--- src/rtl/reg_tx.sv ---
// reg_tx -- serial transmitter for the 8-bit register readback link.
//
// Takes a parallel byte with a ready/load handshake and sends it as an
// asynchronous serial frame: start bit (0), 8 data bits LSB-first, an
// optional even-parity bit, and a stop bit (1). Every bit is held for
// CLKS_PER_BIT clock cycles.
//
// Optional feature macro: REG_TX_PARITY_EN
//   defined   -> 11-bit frame with an even-parity bit after the data bits
//   undefined -> 10-bit frame, no parity state or logic
//
// Parameters:
//   CLKS_PER_BIT  clock cycles per serial bit (1..65535)
//
// Ports:
//   clk    input   system clock, rising edge
//   rst    input   asynchronous active-low reset
//   D      input   byte to send, sampled only when a load is accepted
//   load   input   send request, accepted when ready=1 at a rising edge
//   ready  output  1 = idle and able to accept load
//   tx     output  serial line, idles high
//   done   output  one-cycle pulse in the first idle cycle after a stop bit
//
// All outputs come straight from flops; they are decoded from the next
// state so they change on the same edge as the state itself.

module reg_tx #(
  parameter int CLKS_PER_BIT = 4
) (
  input  logic       clk,
  input  logic       rst,
  input  logic [7:0] D,
  input  logic       load,
  output logic       ready,
  output logic       tx,
  output logic       done
);

  typedef enum logic [2:0] {
    IDLE,
    START,
    DATA,
`ifdef REG_TX_PARITY_EN
    PARITY,
`endif
    STOP
  } state_t;

  localparam logic [15:0] CYC_LAST = 16'(CLKS_PER_BIT - 1);

  state_t      state_q, state_d;
  logic [2:0]  bit_cnt_q, bit_cnt_d;
  logic [15:0] cyc_cnt_q, cyc_cnt_d;
  logic [7:0]  shift_q, shift_d;
  logic        tx_q, tx_d;
  logic        ready_q, ready_d;
  logic        done_q, done_d;
  logic        bit_end;

`ifdef REG_TX_PARITY_EN
  // Parity is taken from the byte at capture time, since the shift
  // register has been emptied by the time the parity bit goes out.
  logic        parity_q, parity_d;
`endif

  assign bit_end = (cyc_cnt_q == CYC_LAST);

  always_ff @(posedge clk or negedge rst) begin
    if (!rst) begin
      state_q   <= IDLE;
      bit_cnt_q <= 3'd0;
      cyc_cnt_q <= 16'd0;
      shift_q   <= 8'd0;
      tx_q      <= 1'b1;
      ready_q   <= 1'b1;
      done_q    <= 1'b0;
`ifdef REG_TX_PARITY_EN
      parity_q  <= 1'b0;
`endif
    end else begin
      state_q   <= state_d;
      bit_cnt_q <= bit_cnt_d;
      cyc_cnt_q <= cyc_cnt_d;
      shift_q   <= shift_d;
      tx_q      <= tx_d;
      ready_q   <= ready_d;
      done_q    <= done_d;
`ifdef REG_TX_PARITY_EN
      parity_q  <= parity_d;
`endif
    end
  end

  always_comb begin
    state_d   = state_q;
    bit_cnt_d = bit_cnt_q;
    cyc_cnt_d = cyc_cnt_q;
    shift_d   = shift_q;
    done_d    = 1'b0;
`ifdef REG_TX_PARITY_EN
    parity_d  = parity_q;
`endif

    // Every non-idle state holds its bit for CLKS_PER_BIT cycles; the
    // cycle counter restarts at each bit boundary.
    if (state_q != IDLE) begin
      cyc_cnt_d = bit_end ? 16'd0 : cyc_cnt_q + 16'd1;
    end

    case (state_q)
      IDLE: begin
        if (load) begin
          shift_d   = D;
          bit_cnt_d = 3'd0;
          cyc_cnt_d = 16'd0;
`ifdef REG_TX_PARITY_EN
          parity_d  = ^D;
`endif
          state_d   = START;
        end
      end
      START: begin
        if (bit_end) begin
          state_d = DATA;
        end
      end
      DATA: begin
        if (bit_end) begin
          shift_d = {1'b0, shift_q[7:1]};
          if (bit_cnt_q == 3'd7) begin
            bit_cnt_d = 3'd0;
`ifdef REG_TX_PARITY_EN
            state_d   = PARITY;
`else
            state_d   = STOP;
`endif
          end else begin
            bit_cnt_d = bit_cnt_q + 3'd1;
          end
        end
      end
`ifdef REG_TX_PARITY_EN
      PARITY: begin
        if (bit_end) begin
          state_d = STOP;
        end
      end
`endif
      STOP: begin
        if (bit_end) begin
          state_d = IDLE;
          done_d  = 1'b1;
        end
      end
      default: begin
        state_d = IDLE;
      end
    endcase
  end

  // Output decode from the next state keeps tx/ready aligned with the
  // state register while still being driven by flops.
  always_comb begin
    tx_d    = 1'b1;
    ready_d = 1'b0;
    case (state_d)
      IDLE: begin
        tx_d    = 1'b1;
        ready_d = 1'b1;
      end
      START: tx_d = 1'b0;
      DATA:  tx_d = shift_d[0];
`ifdef REG_TX_PARITY_EN
      PARITY: tx_d = parity_d;
`endif
      STOP:  tx_d = 1'b1;
      default: begin
        tx_d    = 1'b1;
        ready_d = 1'b1;
      end
    endcase
  end

  assign tx    = tx_q;
  assign ready = ready_q;
  assign done  = done_q;

endmodule
--- config.mk ---
export PLATFORM = sky130hd
export DESIGN_NAME = reg_tx
export DESIGN_NICKNAME = d
export VERILOG_FILES = /design/src/rtl/reg_tx.sv
export SDC_FILE = /design/constraint.sdc
export NUM_CORES = 1
export LEC_CHECK = 0
export CAP_MARGIN = 10
export CELL_PAD_IN_SITES_DETAIL_PLACEMENT = 0
export CELL_PAD_IN_SITES_GLOBAL_PLACEMENT = 1
export CORE_MARGIN = 2
export CORE_UTILIZATION = 40
export CTS_CLUSTER_SIZE = 40
export DETAILED_ROUTE_END_ITERATION = 8
export PLACE_DENSITY = 0.79
export SYNTH_ARGS = -nofsm -noshare
export SYNTH_HDL_FRONTEND = slang
export SYNTH_SLANG_ARGS = --single-unit
--- constraint.sdc ---
create_clock -name clk -period 1.68 [get_ports clk]
set_clock_uncertainty 0.05 [all_clocks]
set_input_delay 0.336 -clock clk [delete_from_list [all_inputs] [get_ports clk]]
set_output_delay 0.336 -clock clk [all_outputs]
set_load 0.02 [all_outputs]
# After elaboration in Yosys (flattened, before gate mapping)
# Cells that the tools add are included.
# word_totals
ff_bits,33
in_bits,11
out_inout_bits,3
# op_classes
addsub,2
n_eq_ne,10
muxes,21
n_reduce_logical,5
# ops
op,count
$mux 16,4
$mux 3,8
$add 16x1->16 const B,1
$eq 16x2->1 const B,1
$mux 8,2
$pmux 8 s2,1
$eq 3x2->1 const B,4
$pmux 3 s4,1
$eq 3x1->1 const B,2
$pmux 3 s2,1
$ne 2x2->1 const B,2
$add 3x1->3 const B,1
$eq 3x3->1 const B,1
$logic_not 3->1,1
$mux 1,3
$reduce_and 3->1,1
$reduce_bool 3->1,1
$reduce_or 3->1,1
$pmux 1 s2,1
$reduce_bool 2->1,1

# Depth between registers and ports, before layout
# depth
ltp_word,7
mapped_depth,8
mapped_depth_nobuf,6

# Least setup slack after synthesis
# No wires, ideal clock.
# synth_path
kind,flip-flop to flip-flop
startpoint,register cyc_cnt_q[0]
endpoint,register cyc_cnt_q[5]
arrival_ns,1.560
slack_ns,-0.013
path_stages_with_launch,8
synth_period_minus_slack_ns,1.693
cell_sequence,dfrtp_1 > ha_1 > nor4b_2 > and4_1 > buf_6 > nand2b_4 > or3_1 > o21ai_0
# synth_via
elab_chain_len,5
elab_cells_between_ends,6
cone_classes,1 x add/sub; 1 x eq/ne; 4 x mux
# synth_rtl
element,line,text
"start, declared",53,"logic [15:0] cyc_cnt_q, cyc_cnt_d;"
"start signal, assigned",83,cyc_cnt_q <= cyc_cnt_d;
$add 16x1->16 / $eq 16x2->1 (equally long branches),"107, 66",
$mux 16 *,107,cyc_cnt_d = bit_end ? 16'd0 : cyc_cnt_q + 16'd1;
$mux 16 *,106,if (state_q != IDLE) begin
$mux 16,112,if (load) begin
$mux 16 *,110,case (state_q)
net cyc_cnt_d[5],53,
# The timed path passes the listed nets; every way through them passes the cells marked *.
# A chain may end at the register's enable or synchronous reset.

# Final worst setup path
# layout_path
startpoint,register cyc_cnt_q[1]
endpoint,"register tx_q, in the netlist tx"
# layout_via
elab_chain_len,5
elab_cells_between_ends,10
cone_classes,3 x eq/ne; 7 x mux
# layout_rtl
element,line,text
$eq 16x2->1 *,66,assign bit_end = (cyc_cnt_q == CYC_LAST);
"$mux 3, on equally long branches","150, 123, 128",
$pmux 3 s4 *,110,
net state_d[0],51,"state_t state_q, state_d;"
$eq 3x2->1 / $eq 3x1->1 (equally long branches),166,case (state_d)
$pmux 1 s2 *,166,
net tx_d,55,"logic tx_q, tx_d;"
"end signal, assigned",85,tx_q <= tx_d;
"end, declared",55,
# The timed path passes the listed nets; every way through them passes the cells marked *. The select of a mux whose other input is x is not followed.

==> summary.log <==
[status] status finished with violations
[status] violated checks setup timing
[critical_path] kind of cell adding the most delay to the critical path simple AND/OR/NAND/NOR gates
[grt] vias in the first global route 1382
[critical_path] largest stage delay on the critical path 0.36 ns
[logic_synthesis] Net Count, Synth 185
[drt] DRT iter0 DRCs 50
[grt] global-route wire length before repair 6240 µm
[clocking] clock insertion delay at the later pin of the skew report 0.28 ns
[final_layout] area of all placed cells without fillers 0.00226 mm²
[floorplanning] effective utilization at floorplan 41.5%
[logic_synthesis] number of enable flip-flop cells after synthesis 0
[floorplanning] overall die area 0.00468 mm²
[grt] maximum number of pins on one net before global-route repair 21
[clocking] maximum root-to-sink buffer count 2
[final_layout] leading cell type in the layout, fill and taps excluded dfrtp_1
[floorplanning] number of top-level pins 14
[final_layout] layout overhead on the synthesized area 36.2%
[floorplanning] Placement Rows 23
[grt] GRT overflow 0
[critical_path] element type at the critical path start register
[logic_synthesis] area of the mapped netlist 0.00166 mm²
[timing] Final Max Slew Viols 0
[place] placed inst area 0.00206 mm²
[clocking] clock tree from TritonCTS yes
[floorplanning] Placeable Area 0.00400 mm²
[critical_path] maximum fanout encountered on the critical timing path 7
[drt] DRC errors left 0
[timing] Hold Slack 0.339 ns
[logic_synthesis] #FFs+latches synth 33
[clocking] Inserted Clock Buffers 5
[critical_path] Critical Path, Cell by Cell ha_2 -> nor4b_4 -> and4_4 -> buf_8 -> nand3_4 -> a211oi_4 -> o221ai_2
[place] DP HPWL 2690 µm
[pwr] highest ir drop seen on vdd 0.571 mV
[place] Post-Place Setup Slack -0.0924 ns
[critical_path] Worst EP required 1.83 ns
[drt] Via-to-Cell Ratio 5.16
[timing] maximum clock rate 575 MHz
[timing] Final Hold Violating Endpoints 0
[timing] minimum period implied by the final worst setup slack 1.74 ns
[timing] Period Utilization, post-route 104%
[final_layout] sequential standard cell area 828 µm²
[timing] unrepaired setup endpoints after global routing true
[pwr] leakage power total 1.01 nW
[final_layout] area taken by multi-input logic gates 855 µm²
[logic_synthesis] count of warnings emitted by yosys 0
[final_layout] layout net count 233
[clocking] sinks on the clock net 33
[floorplanning] die extent in y 68.4 µm
[pwr] Power per Cell Area 1020 mW/mm²
[final_layout] ant diodes 0
[grt] antenna violations before repair 0
[critical_path] crit path DAT 1.89 ns
[place] final weighted congestion of routability-driven global placement 0.795
[critical_path] worst path buffer plus inverter count 1
[place] placed instance count 260
[critical_path] endpoint type of the worst setup path register
[critical_path] Setup CP Type register to register
[floorplanning] die outline width 68.4 µm
[logic_synthesis] leading register cell type out of synthesis dfrtp_1
[place] total of buffers placed on input and output ports 13
[final_layout] number of fill cells 335
[critical_path] slowest stage cell, crit path dfrtp_1
[logic_synthesis] number of distinct library cells after synthesis 37
[logic_synthesis] share of the yosys chip area belonging to registers 49.9%
[final_layout] commonest cells after routing, fill and taps aside 31 x dfrtp_1, 30 x buf_4, 26 x nand2_1
[final_layout] fraction of final layout cells with drive strength greater than 1 30.0%
[logic_synthesis] share of flip-flops with an asynchronous set or reset after synthesis 100%
[clocking] H-tree level count 2
[drt] Detailed Route WL 3780 µm
[timing] final setup margin -0.0589 ns
[grt] GRT Overall Usage 18.5%
[run] Max Cap Violations 0
[logic_synthesis] mean area per synthesized cell 9.70 µm²
[drt] wire length per cell after detailed routing 14.0 µm
[logic_synthesis] number of standard cells after synthesis 171
[worst_hold_path] worst hold-check path type primary input to async pin
[timing] setup-violating endpoint count in the final report 4
[clocking] buffer cell driving the clock tree root clkbuf_8
[drt] count of antenna-violating nets left after detailed routing 0
[clocking] Clock transition at path regs 0.07 ns
[drt] router iterations before antenna repair 4
[drt] via count 1394
[final_layout] number of cells in the finished layout apart from fillers 270
## layer usage
metal	wire length (µm)	GRT usage (%)	part of all wire [%]
met1	1660	21.9	44
met3	106	5.10	2.8
met2	1930	31.3	51
met4	81	7.50	2.1
met5	0	0	0
## cells by family after synthesis
group	Yosys count	synth area share (%)
AND/OR/NAND/NOR	81	25.7
flip-flops	33	49.9
AO/OA/AOI/OAI	32	12.7
buffers and inverters	11	3.85
XOR/XNOR	10	5.28
adder cells (fa/ha/maj)	3	2.26
other	1	0.226
## synthesized netlist by cell type (2+ instances only)
| cell type | number | area, µm² |
|---|---|---|
| a21oi_1 | 6 | 30.0 |
| a22o_1 | 5 | 43.8 |
| a22oi_1 | 6 | 45.0 |
| and2_1 | 3 | 18.8 |
| and3_1 | 3 | 18.8 |
| buf_4 | 4 | 30.0 |
| dfrtp_1 | 31 | 776 |
| dfstp_2 | 2 | 52.6 |
| ha_1 | 3 | 37.5 |
| inv_1 | 6 | 22.5 |
| nand2_1 | 26 | 97.6 |
| nand2b_1 | 2 | 12.5 |
| nand3_1 | 6 | 30.0 |
| nor2_1 | 17 | 63.8 |
| nor2b_1 | 2 | 12.5 |
| nor3_1 | 4 | 20.0 |
| nor3b_1 | 2 | 15.0 |
| nor4_1 | 5 | 31.3 |
| o21ai_0 | 11 | 55.1 |
| or3_1 | 2 | 12.5 |
| xnor2_1 | 9 | 78.8 |
## cell type report
type | count | share of cell area (%)
multi-input combinational | 127 | 37.8
sequential | 33 | 36.7
timing repair buffer | 46 | 17.3
clock buffer | 7 | 4.26
tap | 50 | 2.77
inverter | 6 | 0.997
clock inverter | 1 | 0.221
## path summary, 6_finish.rpt
| path | from | endpoint | slack [ns] | depth (start not counted) |
|---|---|---|---|---|
| worst max-delay path | cyc_cnt_q[1]$_DFF_PN0_ | tx$_DFF_PN1_ | -0.06 | 7 |
| worst min-delay path | rst | cyc_cnt_q[14]$_DFF_PN0_ | 0.34 | 2 |
| worst max register to register | cyc_cnt_q[1]$_DFF_PN0_ | tx$_DFF_PN1_ | -0.06 | 7 |
| worst min register to register | shift_q[3]$_DFFE_PN0P_ | shift_q[3]$_DFFE_PN0P_ | 0.43 | 2 |
| max in group asynchronous | rst | cyc_cnt_q[5]$_DFF_PN0_ | 0.99 | 2 |
| min in group clk | shift_q[3]$_DFFE_PN0P_ | shift_q[3]$_DFFE_PN0P_ | 0.43 | 2 |
## report_power, final
group          leakage [nW]  internal, mW  switching (mW)
sequential            0.434         0.910          0.0732
clock                0.0542         0.370           0.288
combinational         0.519         0.347           0.321
total                  1.01          1.63           0.682
## flip-flops by register name, indices dropped and copies added (netlist names)
register	flops
done	1
ready	1
bit_cnt_q	3
cyc_cnt_q	16
tx	1
state_q	3
shift_q	8
## through the flow
stage	util [%]	setup TNS, ns	power, mW
2_1_floorplan	-	0	1.31
3_3_place_gp	51.5	-0.173	1.53
3_5_place_dp	51.5	-0.428	1.55
4_1_cts	55.1	-0.137	2.26
5_1_grt	56.5	-1.67	2.46
6_report	56.5	-0.124	2.31
## timing repair
item                       CTS  global route
setup endpoints to repair   23            30
resized for setup           11            18
hold buffers                 0             0
setup buffers                1             2
hold endpoints to repair     0             0
pin swaps                    3             6
Power figures use the tool's default switching activity.
